`config.mk`:
```
export PLATFORM = sky130hd
export DESIGN_NAME = digit_argmax
export DESIGN_NICKNAME = d
export VERILOG_FILES = /design/src/rtl/nn_pkg.sv /design/src/rtl/argmax_cmp.sv /design/src/rtl/digit_argmax.sv
export SDC_FILE = /design/constraint.sdc
export NUM_CORES = 1
export LEC_CHECK = 0
export ABC_AREA = 0
export BUFFER_PORTS_ARGS = -buffer_cell sky130_fd_sc_hd__buf_2
export CAP_MARGIN = 10
export CORE_UTILIZATION = 49
export CTS_BUF_LIST = sky130_fd_sc_hd__clkbuf_16
export DETAILED_ROUTE_END_ITERATION = 10
export GPL_TIMING_DRIVEN = 0
export PLACE_DENSITY = 0.77
export SYNTH_ARGS = -nofsm -noshare
export SYNTH_HDL_FRONTEND = slang
export SYNTH_SLANG_ARGS = --single-unit
export TNS_END_PERCENT = 10
```
`constraint.sdc`:
```
create_clock -name clk -period 1.8 [get_ports clk]
set_input_delay 0 -clock clk [delete_from_list [all_inputs] [get_ports clk]]
set_output_delay 0 -clock clk [all_outputs]
set_load 0.05 [all_outputs]
```
`src/rtl/nn_pkg.sv`:
```
// nn_pkg: shared constants and FSM state encoding for the output-layer
// decision stage (digit_argmax and argmax_cmp).
package nn_pkg;

  localparam int DATA_W    = 8;
  localparam int N_CLASSES = 10;
  localparam int IDX_W     = 4;

  typedef enum logic [0:0] {
    ACCUM = 1'b0,
    DONE  = 1'b1
  } state_t;

endpackage

```
`src/rtl/argmax_cmp.sv`:
```
// argmax_cmp: combinational compare/select of the running (max, index) pair
// against the incoming beat. With DIGIT_ARGMAX_MARGIN_EN defined it also
// updates the runner-up value; otherwise the runner-up ports do not exist.
module argmax_cmp
  import nn_pkg::*;
#(
  parameter int DATA_W = nn_pkg::DATA_W,
  parameter int IDX_W  = nn_pkg::IDX_W
) (
  input  logic              first,
  input  logic [DATA_W-1:0] cur_max,
  input  logic [IDX_W-1:0]  cur_idx,
  input  logic [DATA_W-1:0] beat_data,
  input  logic [IDX_W-1:0]  beat_idx,
`ifdef DIGIT_ARGMAX_MARGIN_EN
  input  logic [DATA_W-1:0] cur_ru,
  output logic [DATA_W-1:0] nxt_ru,
`endif
  output logic [DATA_W-1:0] nxt_max,
  output logic [IDX_W-1:0]  nxt_idx
);

  logic new_max;

  // Strictly greater keeps the lower index on ties.
  assign new_max = (beat_data > cur_max);

  // Max/index select: first beat seeds unconditionally, later beats only on a strict win.
  always_comb begin
    nxt_max = cur_max;
    nxt_idx = cur_idx;
    if (first) begin
      nxt_max = beat_data;
      nxt_idx = '0;
    end else if (new_max) begin
      nxt_max = beat_data;
      nxt_idx = beat_idx;
    end
  end

`ifdef DIGIT_ARGMAX_MARGIN_EN
  // Runner-up select: a displaced max drops to runner-up, else a beat above the runner-up replaces it.
  always_comb begin
    nxt_ru = cur_ru;
    if (first) begin
      nxt_ru = '0;
    end else if (new_max) begin
      nxt_ru = cur_max;
    end else if (beat_data > cur_ru) begin
      nxt_ru = beat_data;
    end
  end
`endif

endmodule

```
`src/rtl/digit_argmax.sv`:
```
// digit_argmax: tracks the running maximum activation over one frame of
// class activations and emits digit/score/error over a valid/ready handshake.
// Optional feature macro: DIGIT_ARGMAX_MARGIN_EN (runner-up tracking and
// out_margin = score - runner-up); when undefined out_margin is tied to 0.
module digit_argmax
  import nn_pkg::*;
#(
  parameter int N_CLASSES = nn_pkg::N_CLASSES,
  parameter int DATA_W    = nn_pkg::DATA_W,
  parameter int IDX_W     = nn_pkg::IDX_W
) (
  input  logic              clk,
  input  logic              rst,
  input  logic              in_valid,
  output logic              in_ready,
  input  logic [DATA_W-1:0] in_data,
  input  logic              in_last,
  output logic              out_valid,
  input  logic              out_ready,
  output logic [IDX_W-1:0]  out_digit,
  output logic [DATA_W-1:0] out_score,
  output logic              out_err,
  output logic [DATA_W-1:0] out_margin
);

  localparam logic [IDX_W-1:0] FULL_CNT = IDX_W'(N_CLASSES);

  // Beat counter saturates at a full frame so oversize frames stay detectable.
  function automatic logic [IDX_W-1:0] sat_inc(input logic [IDX_W-1:0] c);
    return (c == FULL_CNT) ? c : c + 1'b1;
  endfunction

  state_t state_q, state_d;

  logic              accept, first, sat, end_frame;
  logic [IDX_W-1:0]  cnt_p0, cnt_inc;
  logic              ovf_p0, ovf_inc;
  logic [DATA_W-1:0] max_p0, cmp_max, trk_max;
  logic [IDX_W-1:0]  idx_p0, cmp_idx, trk_idx;
  logic [DATA_W-1:0] score_p1;
  logic [IDX_W-1:0]  digit_p1;
  logic              err_p1;

  assign in_ready  = (state_q == ACCUM);
  assign out_valid = (state_q == DONE);
  assign accept    = in_valid && in_ready;
  assign end_frame = accept && in_last;
  assign first     = (cnt_p0 == '0);
  assign sat       = (cnt_p0 == FULL_CNT);
  assign cnt_inc   = sat_inc(cnt_p0);
  assign ovf_inc   = ovf_p0 | sat;

`ifdef DIGIT_ARGMAX_MARGIN_EN
  logic [DATA_W-1:0] ru_p0, cmp_ru, trk_ru, margin_p1;
`endif

  argmax_cmp #(
    .DATA_W (DATA_W),
    .IDX_W  (IDX_W)
  ) u_cmp (
    .first     (first),
    .cur_max   (max_p0),
    .cur_idx   (idx_p0),
    .beat_data (in_data),
    .beat_idx  (cnt_p0),
`ifdef DIGIT_ARGMAX_MARGIN_EN
    .cur_ru    (ru_p0),
    .nxt_ru    (cmp_ru),
`endif
    .nxt_max   (cmp_max),
    .nxt_idx   (cmp_idx)
  );

  // Beats past a full frame are ignored by the tracker.
  assign trk_max = sat ? max_p0 : cmp_max;
  assign trk_idx = sat ? idx_p0 : cmp_idx;

  // FSM state register.
  always_ff @(posedge clk or posedge rst) begin
    if (rst) state_q <= ACCUM;
    else     state_q <= state_d;
  end

  // FSM next state: leave ACCUM on the last beat, leave DONE on the output handshake.
  always_comb begin
    state_d = state_q;
    case (state_q)
      ACCUM:   if (end_frame) state_d = DONE;
      DONE:    if (out_ready) state_d = ACCUM;
      default: state_d = ACCUM;
    endcase
  end

  // ---- stage p0: per-frame tracking (count, overflow, max, index) ----
  // Tracking registers advance per accepted beat and clear at end of frame.
  always_ff @(posedge clk or posedge rst) begin
    if (rst) begin
      cnt_p0 <= '0;
      ovf_p0 <= 1'b0;
      max_p0 <= '0;
      idx_p0 <= '0;
    end else if (accept) begin
      if (in_last) begin
        cnt_p0 <= '0;
        ovf_p0 <= 1'b0;
        max_p0 <= '0;
        idx_p0 <= '0;
      end else begin
        cnt_p0 <= cnt_inc;
        ovf_p0 <= ovf_inc;
        max_p0 <= trk_max;
        idx_p0 <= trk_idx;
      end
    end
  end

  // ---- stage p1: frame result held for the consumer ----
  // Result registers load on the last beat and hold through DONE.
  always_ff @(posedge clk or posedge rst) begin
    if (rst) begin
      score_p1 <= '0;
      digit_p1 <= '0;
      err_p1   <= 1'b0;
    end else if (end_frame) begin
      score_p1 <= trk_max;
      digit_p1 <= trk_idx;
      err_p1   <= (cnt_inc != FULL_CNT) || ovf_inc;
    end
  end

  assign out_score = score_p1;
  assign out_digit = digit_p1;
  assign out_err   = err_p1;

`ifdef DIGIT_ARGMAX_MARGIN_EN
  assign trk_ru = sat ? ru_p0 : cmp_ru;

  // Runner-up tracking and registered margin, aligned with the other results.
  always_ff @(posedge clk or posedge rst) begin
    if (rst) begin
      ru_p0     <= '0;
      margin_p1 <= '0;
    end else if (accept) begin
      if (in_last) begin
        ru_p0     <= '0;
        margin_p1 <= trk_max - trk_ru;
      end else begin
        ru_p0     <= trk_ru;
      end
    end
  end

  assign out_margin = margin_p1;
`else
  assign out_margin = '0;
`endif

endmodule

```
# Yosys cells after proc, flatten, opt, wreduce, memory -nomap -nowiden
# Cells that the tools add are included.
[totals]
reg_bits = 31
out_inout_bits = 23
[op_classes]
add_sub_neg = 1
magnitude_cmp = 1
n_eq_ne = 2
muxes = 14
reduce_logical = 4
bitwise = 2
[op_table]
columns = ["cell", "n"]
rows = [
  ["two-way mux 8 bit", 4],
  ["two-way mux 4 bit", 6],
  ["greater-than comparator 8 bit", 1],
  ["adder 4 x 1 -> 4 bit (second input constant)", 1],
  ["== test 4 bit (second input constant)", 1],
  ["zero test 4 bit", 1],
  ["inequality test 4 bit (second input constant)", 1],
  ["two-way mux 1 bit", 3],
  ["logical AND 1 bit", 2],
  ["case mux 1 bit (2 select lines)", 1],
  ["logical OR 1 bit", 1],
  ["NOT 1 bit", 1],
  ["bitwise OR 1 bit", 1],
]

# Logic depth before layout (Yosys ltp)
# Gate-level depths: netlist of run 1.
[logic_depth]
ltp_word = 5
ltp_mapped = 9
ltp_nobuf = 8

# Cells and area by module
# A second synthesis of run 1 with hierarchy kept.
[unflattened]
cells_unflattened = 192
area_unflattened_um2 = 1941.9
[by_module_without_submodules]
columns = ["module", "area_per_inst_um2", "n_inst", "cells_per_inst"]
rows = [
  ["digit_argmax", 1532.7, 1, 139],
  ["argmax_cmp", 409.1, 1, 53],
]

# Worst setup path before layout of run 1
# Ideal clock, no wire load.
[synth_timing]
path_kind = "reg2reg"
start = "reg state_q (netlist: out_valid)"
end = "reg cnt_p0[2]"
slack_ns = -0.192
setup_time_ns = 0.083
arrival_time_ns = 1.909
required_ns = 1.717
stages_incl_launch_ff = 7
synth_period_minus_slack_ns = 1.992
cell_sequence = "dfrtp_1 -> inv_1 -> nand2_1 -> nor2_1 -> clkbuf_1 -> nand3_1 -> o21ai_0"
[synth_between]
elab_chain_len = 2
[synth_rtl]
columns = ["element", "line_no", "rtl"]
rows = [
  ["start, declared", "digit_argmax.sv:33", "state_t state_q, state_d;"],
  ["start signal, assigned", "digit_argmax.sv:81", "else state_q <= state_d;"],
  ["NOT 1 bit", "-", ""],
  ["via in_ready", "digit_argmax.sv:15", "output logic in_ready,"],
  ["logical AND 1 bit", "digit_argmax.sv:46", "assign accept = in_valid && in_ready;"],
  ["end signal, assigned", "digit_argmax.sv:109", "cnt_p0 <= cnt_inc;"],
  ["end, declared", "digit_argmax.sv:36", "logic [IDX_W-1:0] cnt_p0, cnt_inc;"],
]
# The timed path passes the listed nets, and every way through them passes these cells.
# A chain may end at the register's enable or synchronous reset.

# Worst setup path in the final report of run 1
[layout_timing]
start = "reg max_p0[6]"
end = "reg score_p1[5] (netlist: out_score[5])"
[layout_between]
elab_chain_len = 4
[layout_rtl]
columns = ["element", "line_no", "rtl"]
rows = [
  ["start, declared", "digit_argmax.sv:38", "logic [DATA_W-1:0] max_p0, cmp_max, trk_max;"],
  ["start signal, assigned", "digit_argmax.sv:111", "max_p0 <= trk_max;"],
  ["greater-than comparator 8 bit", "argmax_cmp.sv:26", "assign new_max = (beat_data > cur_max);"],
  ["two-way mux 8 bit", "argmax_cmp.sv:35", "end else if (new_max) begin"],
  ["two-way mux 8 bit", "argmax_cmp.sv:32", "if (first) begin"],
  ["two-way mux 8 bit", "digit_argmax.sv:75", "assign trk_max = sat ? max_p0 : cmp_max;"],
  ["end signal, assigned", "digit_argmax.sv:125", "score_p1 <= trk_max;"],
  ["end, declared", "digit_argmax.sv:40", "logic [DATA_W-1:0] score_p1;"],
]
# Every way passes these cells.

==> results of run 1 <==
==> layer usage <==
| metal | vias up | part of all wire, % | wire length, um |
|---|---|---|---|
| met5 | - | 0 | 0 |
| met4 | 0 | 2.0 | 85 |
| met3 | 10 | 4.0 | 169 |
| met2 | 44 | 48 | 2010 |
| met1 | 753 | 46 | 1940 |
| li1 | 765 | - | - |
==> layout make-up <==
type	instances	share of cell area, %
plain buffers	17	5.56
clock buffers	5	5.10
clock inverters	2	0.357
inverters	13	2.14
multi-input cells	137	40.6
flip-flops and latches	31	31.8
well taps	46	2.35
repair buffers	42	12.1
==> power by group through the flow <==
stage | combinational (mW) | clock (mW) | sequential (mW)
6_report | 1.25 | 0.774 | 0.910
5_1_grt | 1.35 | 0.826 | 0.929
4_1_cts | 1.19 | 0.789 | 0.904
3_5_place_dp | 1.02 | 0 | 0.927
3_3_place_gp | 1.00 | 0 | 0.922
2_1_floorplan | 0.577 | 0 | 1.15
==> worst paths after layout <==
kind	endpoint	slack, ps	cells past startpoint
min in group asynchronous	max_p0[0]	340	3
worst max-delay path	out_score[5]	-230	9
max in group asynchronous	cnt_p0[0]	960	4
worst min-delay path	max_p0[6]	20	2
worst min register to register	out_digit[1]	480	2
worst max register to register	out_score[5]	-230	9
==> cell families after synthesis <==
group                    count (synthesis)
AND/OR/NAND/NOR                         59
AO/OA/AOI/OAI                           48
flip-flops                              31
buffers and inverters                   30
adder cells (fa/ha/maj)                 11
multiplexers                            10
other                                    1
XOR/XNOR                                 1
==> critical path: stages (launching register included) <==
cell and delay, ps:
dfrtp_1 350, inv_1 50, ha_1 300, nand2_2 40, o21a_1 200, or3_4 370
nand3_4 130, buf_12 140, mux2i_1 250, a21oi_1 90
==> metrics by stage <==
stage | setup TNS, ps | hold WS (ps) | utilization (%) | setup slack, ps | cell area [sq um]
3_3_place_gp | -3440 | 177 | 59.6 | -216 | 2070
3_5_place_dp | -3960 | 184 | 59.6 | -240 | 2070
2_1_floorplan | -499 | 92.8 | - | -86.7 | 1870
6_report | -3430 | 16.3 | 70.7 | -235 | 2450
4_1_cts | -3290 | 8.10 | 68.1 | -210 | 2360
5_1_grt | -5570 | 25.3 | 70.7 | -297 | 2450
==> sequential cells by signal (all words and copies together), names as in the netlist <==
| register | count |
|---|---|
| ovf_p0 | 1 |
| out_err | 1 |
| cnt_p0 | 4 |
| out_digit | 4 |
| idx_p0 | 4 |
| max_p0 | 8 |
| out_score | 8 |
| out_valid | 1 |
==> placed cells by master (no fill, tap or decap), types with 2 or more instances in the layout <==
master and instances:
nand2_2 2, inv_1 9, clkbuf_16 5, ha_1 7
mux2i_1 10, inv_2 3, a31oi_1 2, nand2b_1 2
buf_2 28, o21ai_0 9, clkbuf_2 2, buf_4 20
nor3_1 2, buf_6 3, dlygate4sd3_1 2, a21oi_1 16
buf_16 2, nand3_1 4, conb_1 8, nand4_1 2
ha_4 4, nand2_1 20, o21ai_1 3, nand3b_1 4
dfrtp_1 29, nor2_1 13, dfrtp_2 2, a32o_1 7
==> repair_timing <==
item / CTS / global route
hold buffers: 1 / 1
setup buffers: 11 / 0
gates resized for setup: 10 / 10
endpoints found under the setup margin: 25 / 27
hold endpoints to repair: 1 / 12
pin swaps: 15 / 7
cloned: 1 / 0
==> summary.txt, run 1 <==
Avg Cell Area, Syn -> 9.65 sq um
clock slew at reported path FFs -> 50 ps
fin nets -> 271
share of total power in sequential cells -> 31.0%
Setup WS post-layout -> -235 ps
met2 Use GR -> 34.7%
Yosys top cell area share -> 42.1%
met1 Use GR -> 29.5%
clock tree sinks -> 31
post-route minimum period -> 2030 ps
Slew HR -> 61.3%
TritonCTS clock tree -> yes
grt ovf -> 0
detailed placement HPWL -> 2.65 mm
die width -> 63.3 um
post-synthesis compound-gate area fraction -> 17.7%
row cnt -> 21
final-report setup violation count -> 22
Avg Vias per Cell -> 5.37
share of cells above drive strength 1 -> 34.8%
Startpoint Class -> flip-flop
Critical Path AT -> 2180 ps
Net Switching -> 1.12 mW
final hold vios -> 0
Max Clk Rate -> 0.491 GHz
Mapped Area -> 1840 sq um
die area -> 4010 sq um
multi-input logic area -> 996 sq um
Layout Cells excl Fill -> 293
Ys Warns -> 0
Pint -> 1.82 mW
CP max FO -> 5
drt pass-1 iters -> 4
Worst Hold Launch -> in_data[6]
number of global-route vias before repair -> 1565
Area growth, synth to finish -> 33.0%
Worst Skew -> 1.49 ps
Mapped Cells -> 191
fraction of synthesized area in multiplexers -> 5.43%
global-route wire length before repair -> 6.94 mm
Antenna Nets Post-Route -> 0
Adder-Cell Fraction of Synth Area -> 7.47%
Pwr Density -> 1200 nW/um^2
CTS max path bufs -> 2
min-delay worst type -> input port to flip-flop
area share of and/or/nand/nor cells after synthesis -> 16.9%
WL final -> 4.20 mm
register area share after synthesis -> 42.1%
detailed-route via count -> 1572
failing checks -> setup timing
Switching Fraction -> 38.0%
DRC errors left -> 0
initial antenna violation count -> 0
grt met3 use -> 5.98%
Area contributors post-synth -> dfrtp_1 42%, ha_1 7.5%, mux2i_1 5.4%, a21oi_1 4.3%, nand2_1 4.3%
leakage -> 1.18 nW
WL/cell -> 14.3 um
starting density of the core -> 53.1%
busiest metal layer after global routing -> met2
H-tree Lvls -> 2
final weighted congestion in routability-driven placement -> 0.856
Post-synth ARST share -> 100%
Synth top cells by count -> 31 x dfrtp_1, 21 x nand2_1, 16 x a21oi_1
register area -> 778 sq um
top-count cell post-synth -> dfrtp_1
Fillers -> 254
logic gate share of total power -> 42.6%
Required @ worst endpoint -> 1950 ps
Power Total -> 2.93 mW
Cell variety after synth -> 42
largest family of logic cells by synthesized area -> compound AO/OA/AOI/OAI gates
cts bufs inserted -> 5
Die H -> 63.3 um
placed insts -> 271
RSZ-0062 raised after global routing -> true
Total Routing Usage GR -> 22.5%
max-slew violations -> 0
prevailing post-synth register cell -> dfrtp_1
worst-margin pin slew -> 580 ps
Iteration-0 DRC Markers -> 52
crit path capture type -> flip-flop
post-synth top area cell -> dfrtp_1
Critical Path Source -> max_p0[6]
VDD IR max -> 558 uV
clock group share of total power -> 26.4%
maxcap violations -> 0
Worst R2R Start -> max_p0[6]
ant diodes -> 0
outcome -> finished with violations
number of synthesized flops with an enable pin -> 0
largest net degree at the start of global routing -> 32
Clock Root Buffer -> clkbuf_16
Ports -> 36
clk_lat worst skew -> 270 ps
worst setup path category -> flip-flop to flip-flop
Placeable Area -> 3470 sq um
Final period util -> 113%
#FFs+latches synth -> 31
Port Buffer Count -> 27
Post-Synth XOR/XNOR Area -> 0.475%
No activity file was read; power rests on OpenSTA's default activity.
==> run 2: changes to the inputs <==
--- a/config.mk
+++ b/config.mk
@@ -8,11 +8,13 @@
 export ABC_AREA = 0
 export BUFFER_PORTS_ARGS = -buffer_cell sky130_fd_sc_hd__buf_2
 export CAP_MARGIN = 10
-export CORE_UTILIZATION = 49
+export CELL_PAD_IN_SITES_DETAIL_PLACEMENT = 2
+export CELL_PAD_IN_SITES_GLOBAL_PLACEMENT = 2
+export CORE_UTILIZATION = 30
 export CTS_BUF_LIST = sky130_fd_sc_hd__clkbuf_16
 export DETAILED_ROUTE_END_ITERATION = 10
 export GPL_TIMING_DRIVEN = 0
-export PLACE_DENSITY = 0.77
+export PLACE_DENSITY = 0.76
 export SYNTH_ARGS = -nofsm -noshare
 export SYNTH_HDL_FRONTEND = slang
 export SYNTH_SLANG_ARGS = --single-unit
==> summary.txt, run 2 (synthesis gave the netlist of run 1 again) <==
outcome -> finished with violations (unchanged)
failing checks -> setup timing (unchanged)
TritonCTS clock tree -> yes (unchanged)
number of global-route vias before repair -> 1716 (was 1565)
Worst R2R End -> out_score[1] (was out_score[5])
RSZ-0062 raised after global routing -> true (unchanged)
Final period util -> 115% (was 113%)
crit-path cells -> inv_1 > ha_1 > nand4_1 > nor2_1 > or3_4 > nand3_4 > buf_16 > mux2i_2 > a21oi_1 (was inv_1 > ha_1 > nand2_2 > o21a_1 > or3_4 > nand3_4 > buf_12 > mux2i_1 > a21oi_1)
Required @ worst endpoint -> 1960 ps (was 1950 ps)
Net Switching -> 1.19 mW (was 1.12 mW)
Max Clk Rate -> 0.483 GHz (was 0.491 GHz)
Avg Vias per Cell -> 5.04 (was 5.37)
setup slack on the worst flop-to-flop path -> -270 ps (was -230 ps)
fin nets -> 266 (was 271)
kind of cell adding the most delay to the critical path -> simple AND/OR/NAND/NOR gates (unchanged)
detailed placement HPWL -> 3.74 mm (was 2.65 mm)
clock tree sinks -> 31 (unchanged)
Total Routing Usage GR -> 18.9% (was 22.5%)
post-route minimum period -> 2070 ps (was 2030 ps)
Worst R2R Start -> max_p0[4] (was max_p0[6])
Critical Path AT -> 2230 ps (was 2180 ps)
Die H -> 80.4 um (was 63.3 um)
clock slew at reported path FFs -> 50 ps (about the same)
Area growth, synth to finish -> 33.5% (was 33.0%)
Setup WS post-layout -> -270 ps (was -235 ps)
leakage -> 1.15 nW (was 1.18 nW)
VDD IR max -> 495 uV (was 558 uV)
ant diodes -> 0 (unchanged)
Finished Core Util -> 41.5% (was 70.7%)
final hold vios -> 0 (unchanged)
Pwr Density -> 1220 nW/um^2 (was 1200 nW/um^2)
DRC errors left -> 0 (unchanged)
Hold Slack -> 3.27 ps (was 16.3 ps)
Worst Hold Launch -> in_data[4] (was in_data[6])
Pint -> 1.80 mW (was 1.82 mW)
die width -> 80.4 um (was 63.3 um)
row cnt -> 28 (was 21)
Ports -> 36 (unchanged)
global-route wire length before repair -> 8.97 mm (was 6.94 mm)
clock group share of total power -> 27.1% (was 26.4%)
final weighted congestion in routability-driven placement -> 0.741 (was 0.856)
Clock Root Buffer -> clkbuf_16 (unchanged)
starting density of the core -> 31.1% (was 53.1%)
Worst Skew -> 4.57 ps (was 1.49 ps)
maxcap violations -> 0 (unchanged)
Startpoint Class -> flip-flop (unchanged)
Reg2Reg Depth -> 9 (unchanged)
WL/cell -> 17.7 um (was 14.3 um)
cts bufs inserted -> 5 (unchanged)
Slew HR -> 56.9% (was 61.3%)
max-slew violations -> 0 (unchanged)
clk_lat worst skew -> 280 ps (was 270 ps)
grt ovf -> 0 (unchanged)
die area -> 6460 sq um (was 4010 sq um)
Antenna Nets Post-Route -> 0 (unchanged)
WL final -> 5.64 mm (was 4.20 mm)
Port Buffer Count -> 27 (unchanged)
largest net degree at the start of global routing -> 19 (was 32)
initial antenna violation count -> 0 (unchanged)
commonest cells after routing, fill and taps aside -> 29 x dfrtp_1, 28 x buf_2, 20 x nand2_1 (was 29 x dfrtp_1, 28 x buf_2, 20 x nand2_1, 20 x buf_4, 16 x a21oi_1)
share of cells above drive strength 1 -> 34.2% (was 34.8%)
Worst path max stage delay -> 400 ps (was 370 ps)
CTS max path bufs -> 2 (unchanged)
detailed-route via count -> 1603 (was 1572)
drt pass-1 iters -> 4 (unchanged)
crit path buf inv count -> 2 (unchanged)
logic gate share of total power -> 41.9% (was 42.6%)
commonest non-fill, non-tap cell in the layout -> dfrtp_1 (unchanged)
Placeable Area -> 5920 sq um (was 3470 sq um)
Slowest-stage cell, CP -> or3_4 (unchanged)
min-delay worst type -> input port to flip-flop (unchanged)
worst setup path category -> flip-flop to flip-flop (unchanged)
final-report setup violation count -> 23 (was 22)
share of total power in sequential cells -> 31.0% (about the same)
Switching Fraction -> 39.8% (was 38.0%)
H-tree Lvls -> 2 (unchanged)
crit path capture type -> flip-flop (unchanged)
WP depth -> 9 (unchanged)
Fillers -> 649 (was 254)
Iteration-0 DRC Markers -> 49 (was 52)
Critical Path Source -> max_p0[4] (was max_p0[6])
CP max FO -> 5 (unchanged)
worst-margin pin slew -> 646 ps (was 580 ps)
Worst Setup EP -> out_score[1] (was out_score[5])
==> run 2: worst min-delay path by stage <==
stage / depth (start not counted) / endpoint
final: 2 / max_p0[4]
after global routing: 2 / max_p0[4]
after CTS: 2 / max_p0[1]
after floorplan: 1 / out_valid
after global placement: 2 / out_valid
after detailed placement: 2 / out_digit[3]
==> run 2: layer usage <==
layer	track usage, %	share of wire [%]	wire (um)	up-vias
li1	-	-	-	751
met5	0	0	0	-
met4	6.79	2.2	123	0
met2	34.4	53	2970	30
met1	21.9	42	2380	811
met3	3.52	2.9	166	11
==> run 2: metrics by stage <==
stage	std cells	TNS [ps]	power, mW	setup slack [ps]	cell area [sq um]
finish	318	-4300	2.99	-270	2460
global route	318	-7330	3.16	-404	2460
CTS	316	-4330	2.94	-262	2380
detailed placement	301	-6200	2.01	-335	2130
global placement	300	-4800	1.96	-262	2100
floorplan	198	-499	1.73	-86.7	1870
==> run 2: cell type report <==
| type | instances | area, sq um | area share (%) |
|---|---|---|---|
| clock inverters | 3 | 12.5 | 0.509 |
| inverters | 13 | 55.1 | 2.24 |
| clock buffers | 5 | 125 | 5.09 |
| repair buffers | 37 | 255 | 10.4 |
| multi-input cells | 137 | 996 | 40.5 |
| plain buffers | 17 | 144 | 5.85 |
| well taps | 75 | 93.8 | 3.81 |
| flip-flops and latches | 31 | 778 | 31.6 |
==> run 2: power by group through the flow <==
stage,registers [mW],clock network [mW],logic (mW)
after floorplan,1.15,0,0.577
after CTS,0.927,0.822,1.19
after global routing,0.946,0.860,1.35
after detailed placement,0.937,0,1.08
after global placement,0.926,0,1.03
final,0.928,0.813,1.25
==> run 2: timing repair <==
item / 4_1_cts / 5_1_grt
hold endpoints to repair: 14 / 0
endpoints found under the setup margin: 28 / 27
resized for setup: 11 / 11
pin swaps: 11 / 6
cloned: 1 / 0
buffers inserted: 4 / 2
hold buffers: 2 / 0
==> run 2: worst register-to-register path, cell delays in order (launching register included) <==
cell and delay [ps]:
dfrtp_1 370, inv_1 60, ha_1 280, nand4_1 140, nor2_1 90, or3_4 400
nand3_4 150, buf_16 150, mux2i_2 230, a21oi_1 90
